<file path="src/rtl/adder_pkg.sv">
// Shared constants, operation encoding and saturation-limit helper for the pipelined adder.
package adder_pkg;

    localparam int ADDER_W_DEFAULT      = 32;
    localparam int ADDER_STAGES_DEFAULT = 4;
    localparam int ADDER_W_MAX          = 256;

    typedef enum logic {
        ADD = 1'b0,
        SUB = 1'b1
    } adder_op_e;

    // Most-negative (neg=1) or most-positive (neg=0) two's-complement value of the given width.
    function automatic logic [ADDER_W_MAX-1:0] signed_limit(input int width, input logic neg);
        logic [ADDER_W_MAX-1:0] msb;
        msb = '0;
        msb[width-1] = 1'b1;
        return neg ? msb : msb - {{(ADDER_W_MAX-1){1'b0}}, 1'b1};
    endfunction

endpackage

</file>
<file path="src/rtl/adder_pipe_if.sv">
// Operand/result handshake bundle for adder_pipe; master = producer/consumer side, slave = adder.
interface adder_pipe_if
    import adder_pkg::*;
#(
    parameter int n = ADDER_W_DEFAULT
);

    logic         in_valid;
    logic         in_ready;
    logic [n-1:0] a;
    logic [n-1:0] b;
    logic         cin;
    logic         sub;
    logic         out_valid;
    logic         out_ready;
    logic [n-1:0] sum;
    logic         cout;
    logic         overflow;

    modport master (
        output in_valid, a, b, cin, sub, out_ready,
        input  in_ready, out_valid, sum, cout, overflow
    );

    modport slave (
        input  in_valid, a, b, cin, sub, out_ready,
        output in_ready, out_valid, sum, cout, overflow
    );

endinterface

</file>
<file path="src/rtl/adder_slice.sv">
// Combinational w-bit ripple slice: {co, s} = x + y + ci.
module adder_slice #(
    parameter int w = 8
) (
    input  logic [w-1:0] x,
    input  logic [w-1:0] y,
    input  logic         ci,
    output logic [w-1:0] s,
    output logic         co
);

    assign {co, s} = {1'b0, x} + {1'b0, y} + {{w{1'b0}}, ci};

endmodule

</file>
<file path="src/rtl/adder_pipe.sv">
// Pipelined a +/- b + cin over `stages` slices with a global-stall valid/ready handshake.
// Optional macro ADDER_PIPE_SAT_EN clamps the result to the signed limit on overflow.
module adder_pipe
    import adder_pkg::*;
#(
    parameter int n      = ADDER_W_DEFAULT,
    parameter int stages = ADDER_STAGES_DEFAULT
) (
    input  logic         clk,
    input  logic         reset,
    adder_pipe_if.slave  io
);

    localparam int w = n / stages;

    if (stages < 1 || stages > n || (n % stages) != 0) begin : g_bad_cfg
        $error("adder_pipe: n must be a multiple of stages, 1 <= stages <= n");
    end

    adder_op_e    op;
    logic [n-1:0] beff;
    logic         ceff;
    logic         adv;

    assign op   = adder_op_e'(io.sub);
    assign beff = (op == SUB) ? ~io.b : io.b;
    assign ceff = io.cin ^ (op == SUB);

    // Whole pipe advances together: empty stages stall too, which keeps control to one signal.
    assign adv         = !io.out_valid || io.out_ready;
    assign io.in_ready = adv;

    for (genvar k = 0; k < stages; k++) begin : stage
        localparam int HI = n - (k + 1) * w;

        logic [w-1:0]         x, y, s;
        logic                 ci, co, vin;
        logic [(k+1)*w-1:0]   s_nxt, s_load, s_q;
        logic                 c_q, v_q;

        if (k == 0) begin : g_src
            assign x     = io.a[w-1:0];
            assign y     = beff[w-1:0];
            assign ci    = ceff;
            assign vin   = io.in_valid;
            assign s_nxt = s;
        end else begin : g_src
            assign x     = stage[k-1].g_skew.a_hi_q[w-1:0];
            assign y     = stage[k-1].g_skew.b_hi_q[w-1:0];
            assign ci    = stage[k-1].c_q;
            assign vin   = stage[k-1].v_q;
            assign s_nxt = {s, stage[k-1].s_q};
        end

        adder_slice #(.w(w)) u_slice (
            .x  (x),
            .y  (y),
            .ci (ci),
            .s  (s),
            .co (co)
        );

        // Operand slices not yet summed ride along with their partial result.
        if (k < stages - 1) begin : g_skew
            logic [HI-1:0] a_hi_nxt, b_hi_nxt, a_hi_q, b_hi_q;

            if (k == 0) begin : g_hi_src
                assign a_hi_nxt = io.a[n-1:w];
                assign b_hi_nxt = beff[n-1:w];
            end else begin : g_hi_src
                assign a_hi_nxt = stage[k-1].g_skew.a_hi_q[HI+w-1:w];
                assign b_hi_nxt = stage[k-1].g_skew.b_hi_q[HI+w-1:w];
            end

            always_ff @(posedge clk) begin
                if (reset) begin
                    a_hi_q <= '0;
                    b_hi_q <= '0;
                end else if (adv) begin
                    a_hi_q <= a_hi_nxt;
                    b_hi_q <= b_hi_nxt;
                end
            end
        end

        if (k == stages - 1) begin : g_last
            logic ovf, ovf_q;

            assign ovf = (x[w-1] == y[w-1]) && (s[w-1] != x[w-1]);
`ifdef ADDER_PIPE_SAT_EN
            assign s_load = ovf ? n'(signed_limit(n, x[w-1])) : s_nxt;
`else
            assign s_load = s_nxt;
`endif

            always_ff @(posedge clk) begin
                if (reset)    ovf_q <= 1'b0;
                else if (adv) ovf_q <= ovf;
            end
        end else begin : g_mid
            assign s_load = s_nxt;
        end

        // NOTE: sequential state uses <= so every stage samples its neighbour's pre-edge value.
        always_ff @(posedge clk) begin
            if (reset) begin
                v_q <= 1'b0;
                c_q <= 1'b0;
                s_q <= '0;
            end else if (adv) begin
                v_q <= vin;
                c_q <= co;
                s_q <= s_load;
            end
        end
    end

    assign io.out_valid = stage[stages-1].v_q;
    assign io.sum       = stage[stages-1].s_q;
    assign io.cout      = stage[stages-1].c_q;
    assign io.overflow  = stage[stages-1].g_last.ovf_q;

endmodule

</file>
<file path="src/flat_wrapper.sv">
// flat-port wrapper written by rule: the top's interface ports become plain ports
module adder_pipe_flat import adder_pkg::*;
#(
    parameter int n      = ADDER_W_DEFAULT,
    parameter int stages = ADDER_STAGES_DEFAULT
)
  (clk, reset, io_in_valid, io_a, io_b, io_cin, io_sub, io_out_ready, io_in_ready, io_out_valid, io_sum, io_cout, io_overflow);
  adder_pipe_if #(.n(n)) io_i ();
  input  logic clk;
  input  logic reset;
  input wire logic [$bits(io_i.in_valid)-1:0] io_in_valid;
  input wire logic [$bits(io_i.a)-1:0] io_a;
  input wire logic [$bits(io_i.b)-1:0] io_b;
  input wire logic [$bits(io_i.cin)-1:0] io_cin;
  input wire logic [$bits(io_i.sub)-1:0] io_sub;
  input wire logic [$bits(io_i.out_ready)-1:0] io_out_ready;
  output wire logic [$bits(io_i.in_ready)-1:0] io_in_ready;
  output wire logic [$bits(io_i.out_valid)-1:0] io_out_valid;
  output wire logic [$bits(io_i.sum)-1:0] io_sum;
  output wire logic [$bits(io_i.cout)-1:0] io_cout;
  output wire logic [$bits(io_i.overflow)-1:0] io_overflow;
  assign io_i.in_valid = io_in_valid;
  assign io_i.a = io_a;
  assign io_i.b = io_b;
  assign io_i.cin = io_cin;
  assign io_i.sub = io_sub;
  assign io_i.out_ready = io_out_ready;
  assign io_in_ready = io_i.in_ready;
  assign io_out_valid = io_i.out_valid;
  assign io_sum = io_i.sum;
  assign io_cout = io_i.cout;
  assign io_overflow = io_i.overflow;
  adder_pipe #(.n(n), .stages(stages)) u_core (.clk(clk), .reset(reset), .io(io_i));
endmodule
</file>
<file path="config.mk">
export PLATFORM = sky130hd
export DESIGN_NAME = adder_pipe_flat
export DESIGN_NICKNAME = d
export VERILOG_FILES = /design/src/rtl/adder_pkg.sv /design/src/rtl/adder_pipe_if.sv /design/src/rtl/adder_slice.sv /design/src/rtl/adder_pipe.sv /design/src/flat_wrapper.sv
export SDC_FILE = /design/constraint.sdc
export NUM_CORES = 1
export LEC_CHECK = 0
export CORE_MARGIN = 1.5
export CORE_UTILIZATION = 45
export CTS_CLUSTER_SIZE = 20
export DETAILED_ROUTE_END_ITERATION = 10
export PLACE_DENSITY = 0.67
export SETUP_SLACK_MARGIN = 0.15
export SYNTH_ARGS = -nofsm -noshare
export SYNTH_HDL_FRONTEND = slang
export SYNTH_SLANG_ARGS = --single-unit
export TNS_END_PERCENT = 100
</file>
<file path="constraint.sdc">
create_clock -name clk -period 5.5 [get_ports clk]
set_input_delay 0.825 -clock clk [delete_from_list [all_inputs] [get_ports clk]]
set_output_delay 0.825 -clock clk [all_outputs]
set_load 0.05 [all_outputs]
</file>
Word level (Yosys, flattened, before mapping)
Index checks and enable logic that the tools add are counted.
{ "word_totals": {"regBits": 185, "inputBits": 70, "out_inout_bits": 36, "elab_cells": 35} }
{ "classes": {"mux": 1, "n_eq_ne": 2, "addsub": 8, "n_bitwise": 2, "reduce_logical": 3} }
{ "op_table": {"columns": ["cell", "n"], "rows": [
  ["adder 8 x 8 -> 9 bit", 4],
  ["adder 9 x 1 -> 9 bit", 4],
  ["two-way mux 32 bit", 1],
  ["NOT 32 bit", 1],
  ["== test 1 bit", 1],
  ["logical AND 1 bit", 1],
  ["logical NOT 1 bit", 1],
  ["logical OR 1 bit", 1],
  ["!= test 1 bit", 1],
  ["bitwise XOR 1 bit", 1]
]} }

Logic depth before layout (Yosys ltp)
{ "depth": {"depth_word": 4, "ltp_mapped": 10} }

Cells and area by module
Synthesis repeated with hierarchy kept, for this count alone.
{ "hier_totals": {"hier_cells": 983, "area_unflattened_um2": 8022.7} }
{ "modules_own_cells": {"columns": ["mod", "cells_per_inst", "seq_area_each_um2", "area_each_um2", "n_inst"], "rows": [
  ["adder_pipe", 818, 3703.6, 6681.4, 1],
  ["adder_slice at u_core.stage[1].u_slice ...", 42, 0.0, 331.6, 2],
  ["adder_slice at u_core.stage[3].u_slice", 41, 0.0, 346.6, 1],
  ["adder_slice at u_core.stage[0].u_slice", 40, 0.0, 331.6, 1]
]} }

Least setup slack after synthesis
OpenSTA, ideal clock, no wires.
{ "synth_path": {"path_kind": "input-to-reg", "from": "in io_sub", "to": "reg u_core.stage[0].c_q", "path_buffers": 2, "t_required_ns": 5.380, "t_arrival_ns": 2.684, "stages": 10, "slack_ns": 2.696, "cell_sequence": "buf_2 > buf_4 > xor2_1 > fa_1 > inv_1 > fa_1 > nor2b_1 > o21a_1 > o21a_1 > o31a_1"} }
{ "synth_via": {"elab_chain_cells": 3, "word_cells_on_any_way": 4, "cone_classes": "add/sub (2); mux (1); bitwise (1)"} }
{ "synth_lines": {"columns": ["element", "line", "text"], "rows": [
  ["from (decl)", "flat_wrapper.sv:15", "input wire logic [$bits(io_i.sub)-1:0] io_sub;"],
  ["two-way mux 32 bit", "adder_pipe.sv:26", "assign beff = (op == SUB) ? ~io.b : io.b;"],
  ["adder 8 x 8 -> 9 bit", "adder_slice.sv:12", "assign {co, s} = {1'b0, x} + {1'b0, y} + {{w{1'b0}}, ci};"],
  ["adder 9 x 1 -> 9 bit *", "adder_slice.sv:12", null],
  ["to (signal assigned)", "adder_pipe.sv:112", "c_q <= co;"],
  ["to (decl)", "adder_pipe.sv:39", "logic c_q, v_q;"]
]} }
Mark *: on every way between the ends. The rest lies on a longest branch, timed or not.
A chain may end at the register's enable or synchronous reset.

Worst setup path in the final report
{ "layout_path": {"from": "in io_out_ready", "to": "out io_in_ready"} }
{ "layout_via": {"elab_chain_cells": 1} }
{ "layout_lines": {"columns": ["element", "line", "text"], "rows": [
  ["from (decl)", "flat_wrapper.sv:16", "input wire logic [$bits(io_i.out_ready)-1:0] io_out_ready;"],
  ["logical OR 1 bit", "adder_pipe.sv:30", "assign adv = !io.out_valid || io.out_ready;"],
  ["to (decl)", "flat_wrapper.sv:17", "output wire logic [$bits(io_i.in_ready)-1:0] io_in_ready;"]
]} }
Every way passes these cells.

==> metrics <==
final-report hold violation count 0; PortBufs 105; Layout Utilization 0.5416; required time of the critical path 4.68 ns; CP Capture Type primary output; FF/Latch Area 3704 um2; Slew Viols, Final 0; register area share after synthesis 0.4532; Syn Inst Count 982; R2R setup slack 2.85 ns; # fillers 1730; routed via count 6643; cell with the most instances after synthesis nand2_1; Post-Layout Inst Area 9696 um2; Avg Cell Area, Syn 8.321 um2; Least-Margin Pin Slew 1.066 ns; Worst-Skew Late Latency 0.44 ns; fin crit share 0.5860; synthesized cell area 8172 um2; max incr delay on CP 0.83 ns; static leakage 3.680 nW; ANT cells 0; Sequential Power Share 0.496; gp weighted congestion 0.8129; CORE AREA 17900 um2; Distinct cells, synth 45; Pre-antenna DRT Iters 5; CP Launch Type input port; Bufs and invs on worst path 3; maximum vdd drop 0.2372 mV; area grow syn2layout 18.65%; switching share of power 0.2657; Critical R2R Launch u_core.io.out_valid$_SDFFE_PP0P_; Setup CP Type input port to primary output; DP Area 9155 um2; number of synthesized flops with an enable pin 0; I/O pin count 106; Ys Warns 0; switching pwr 0.7930 mW; clock tree from TritonCTS yes; CP max-delay cell clkdlybuf4s50_1; clk sinks 185; Initial Utilization 0.4565; TNS Setup 0 ns; clock share of power 0.377; Logic pwr share 0.127; CP most frequent cell clkdlybuf4s50_1; Slew headroom 0.2882; Residual DRC 0; asr flop ratio synth 0; vias in the first global route 5654; Max Cap Viol 0; Net count, final 1149; area leader, netlist dfxtp_1; # setup viols final 0; Remaining Overflow, GRT 0; top cells by count, synth nand2_1, dfxtp_1, a21oi_1; die area 18980 um2; global-route wire length before repair 28.12 mm; PwrDens 307.8 nW/um2; setup bufs post-CTS 0; CTS Root Buffer Type clkbuf_16; overall die height 137.8 um; FP Rows 49; Crit. Startpoint io_out_ready; hold buffer count at CTS 0; Yosys top cell area share 0.4532; All-Layer GR Usage 0.1898; fin cells 1285; CP top delay family buffers and inverters; Inst Count DP 1253; critical path, cell by cell clkdlybuf4s50_1 -> nor2b_4 -> inv_6 -> clkdlybuf4s50_1; crit path time final 3.223 ns; clock buffer depth 2; largest net degree at the start of global routing 105; Net Count, Synth 1088; CP arrival 2.40 ns; Final ANT Viol Nets 0; initial antenna violation count 0; CTS Buf Count 17; share of layout cells above drive strength 1 0.05871; Horiz. Die Dim 137.8 um; status completed; wire per inst 13.58 um; internal power 2.191 mW; WL final 17.45 mm; RSZ-0062 raised after global routing false; peak fanout along the critical path 27; #FFs+latches synth 185; clk_skew 0.01108 ns; Top FF cell, synth dfxtp_1; Max Freq 0.3103 GHz; area of the multi-input gates 4000 um2; post-cts sizing count 0; top post-synthesis cells by area dfxtp_1, nand2_1, a21oi_1, ha_1, a211oi_1; min-delay src u_core.io.sum[18]$_SDFFE_PP0P_; CTS H-tree depth 4; Starting DRT DRC Count 469; Worst-path clk slew 0.07 ns; Worst Hold Class flip-flop to flip-flop; drt via density 5.170; dpl hpwl 11.38 mm
==> logic make-up after synthesis <==
family / synth area share
flops: 0.4532
compound gates: 0.1886
fa+ha+maj: 0.06247
simple gates: 0.2009
buf+inv: 0.05726
xor+xnor: 0.03751
==> per-stage QoR <==
stage,power (mW),hold slack (ns),worst slack [ns]
3_3_place_gp,1.884,0.4389,1.973
2_1_floorplan,1.756,0.4321,2.696
6_report,2.984,0.4504,2.277
4_1_cts,3.006,0.4525,2.262
3_5_place_dp,1.887,0.4435,1.909
5_1_grt,3.114,0.4636,2.197
==> sequential cells by signal (all words and copies together), names as in the netlist <==
| signal | count |
|---|---|
| u_core.io.cout | 1 |
| u_core.io.out_valid | 1 |
| u_core.io.overflow | 1 |
| u_core.io.sum | 32 |
| u_core.stage.c_q | 3 |
| u_core.stage.g_skew.a_hi_q | 48 |
| u_core.stage.g_skew.b_hi_q | 48 |
| u_core.stage.s_q | 48 |
| u_core.stage.v_q | 3 |
==> cells in the final DEF, fill, tap and decap left out, types with 4 or more instances in the layout <==
master | netlist | routed
a2111oi_2 | 4 | 4
nor3_1 | 12 | 12
nand3_1 | 27 | 27
and3_1 | 6 | 6
o21ai_0 | 18 | 18
a21o_1 | 4 | 4
o31ai_1 | 4 | 4
buf_4 | 9 | 6
and2_1 | 4 | 4
nand2_1 | 271 | 271
nor2b_1 | 5 | 5
inv_1 | 17 | 17
clkbuf_16 | 0 | 17
a211oi_1 | 31 | 31
clkdlybuf4s50_1 | 0 | 103
fa_1 | 8 | 8
clkinv_4 | 0 | 5
dfxtp_1 | 185 | 185
nor2_1 | 34 | 34
ha_1 | 28 | 28
o31a_1 | 4 | 4
o211ai_1 | 9 | 9
o21a_1 | 17 | 17
xor2_1 | 11 | 11
o221a_2 | 4 | 4
clkinv_2 | 0 | 5
nor4b_1 | 5 | 5
xnor2_1 | 24 | 24
nand4b_1 | 4 | 4
a21oi_1 | 149 | 149
or2_2 | 4 | 4
a31oi_1 | 4 | 4
==> worst paths after layout <==
check / end / cells after the start
max: io_in_ready / 4
min: u_core.io.sum[18]$_SDFFE_PP0P_ / 2
max reg2reg: u_core.io.sum[30]$_SDFFE_PP0P_ / 6
min reg2reg: u_core.io.sum[18]$_SDFFE_PP0P_ / 2
==> routing by layer <==
metal  vias to the layer above  share of wire  track usage
met2                       153           0.42       0.2661
met1                      3010           0.52       0.2843
met3                        19          0.045      0.04231
met5                         -              0            0
met4                         0          0.014      0.06366
li1                       3461              -            -
==> worst min-delay path, cell delays in order (launching register included) <==
cell and delay, ns:
dfxtp_1 0.31, nand2_1 0.05, a21oi_1 0.05
==> power by group through the flow <==
stage / sequential (mW) / clock [mW] / combinational [mW]
after floorplan: 1.53 / 0 / 0.230
after global placement: 1.51 / 0 / 0.377
after detailed placement: 1.51 / 0 / 0.378
after CTS: 1.48 / 1.15 / 0.382
after global routing: 1.49 / 1.20 / 0.422
final: 1.48 / 1.13 / 0.380
==> final cells by class <==
class	count	area share
Timing Repair Buffer	111	0.1127
Multi-Input combinational cell	710	0.4126
Clock inverter	14	0.01045
Inverter	18	0.007485
Tap cell	229	0.02955
Clock buffer	18	0.04530
Sequential cell	185	0.3820
Power figures use the tool's default switching activity.
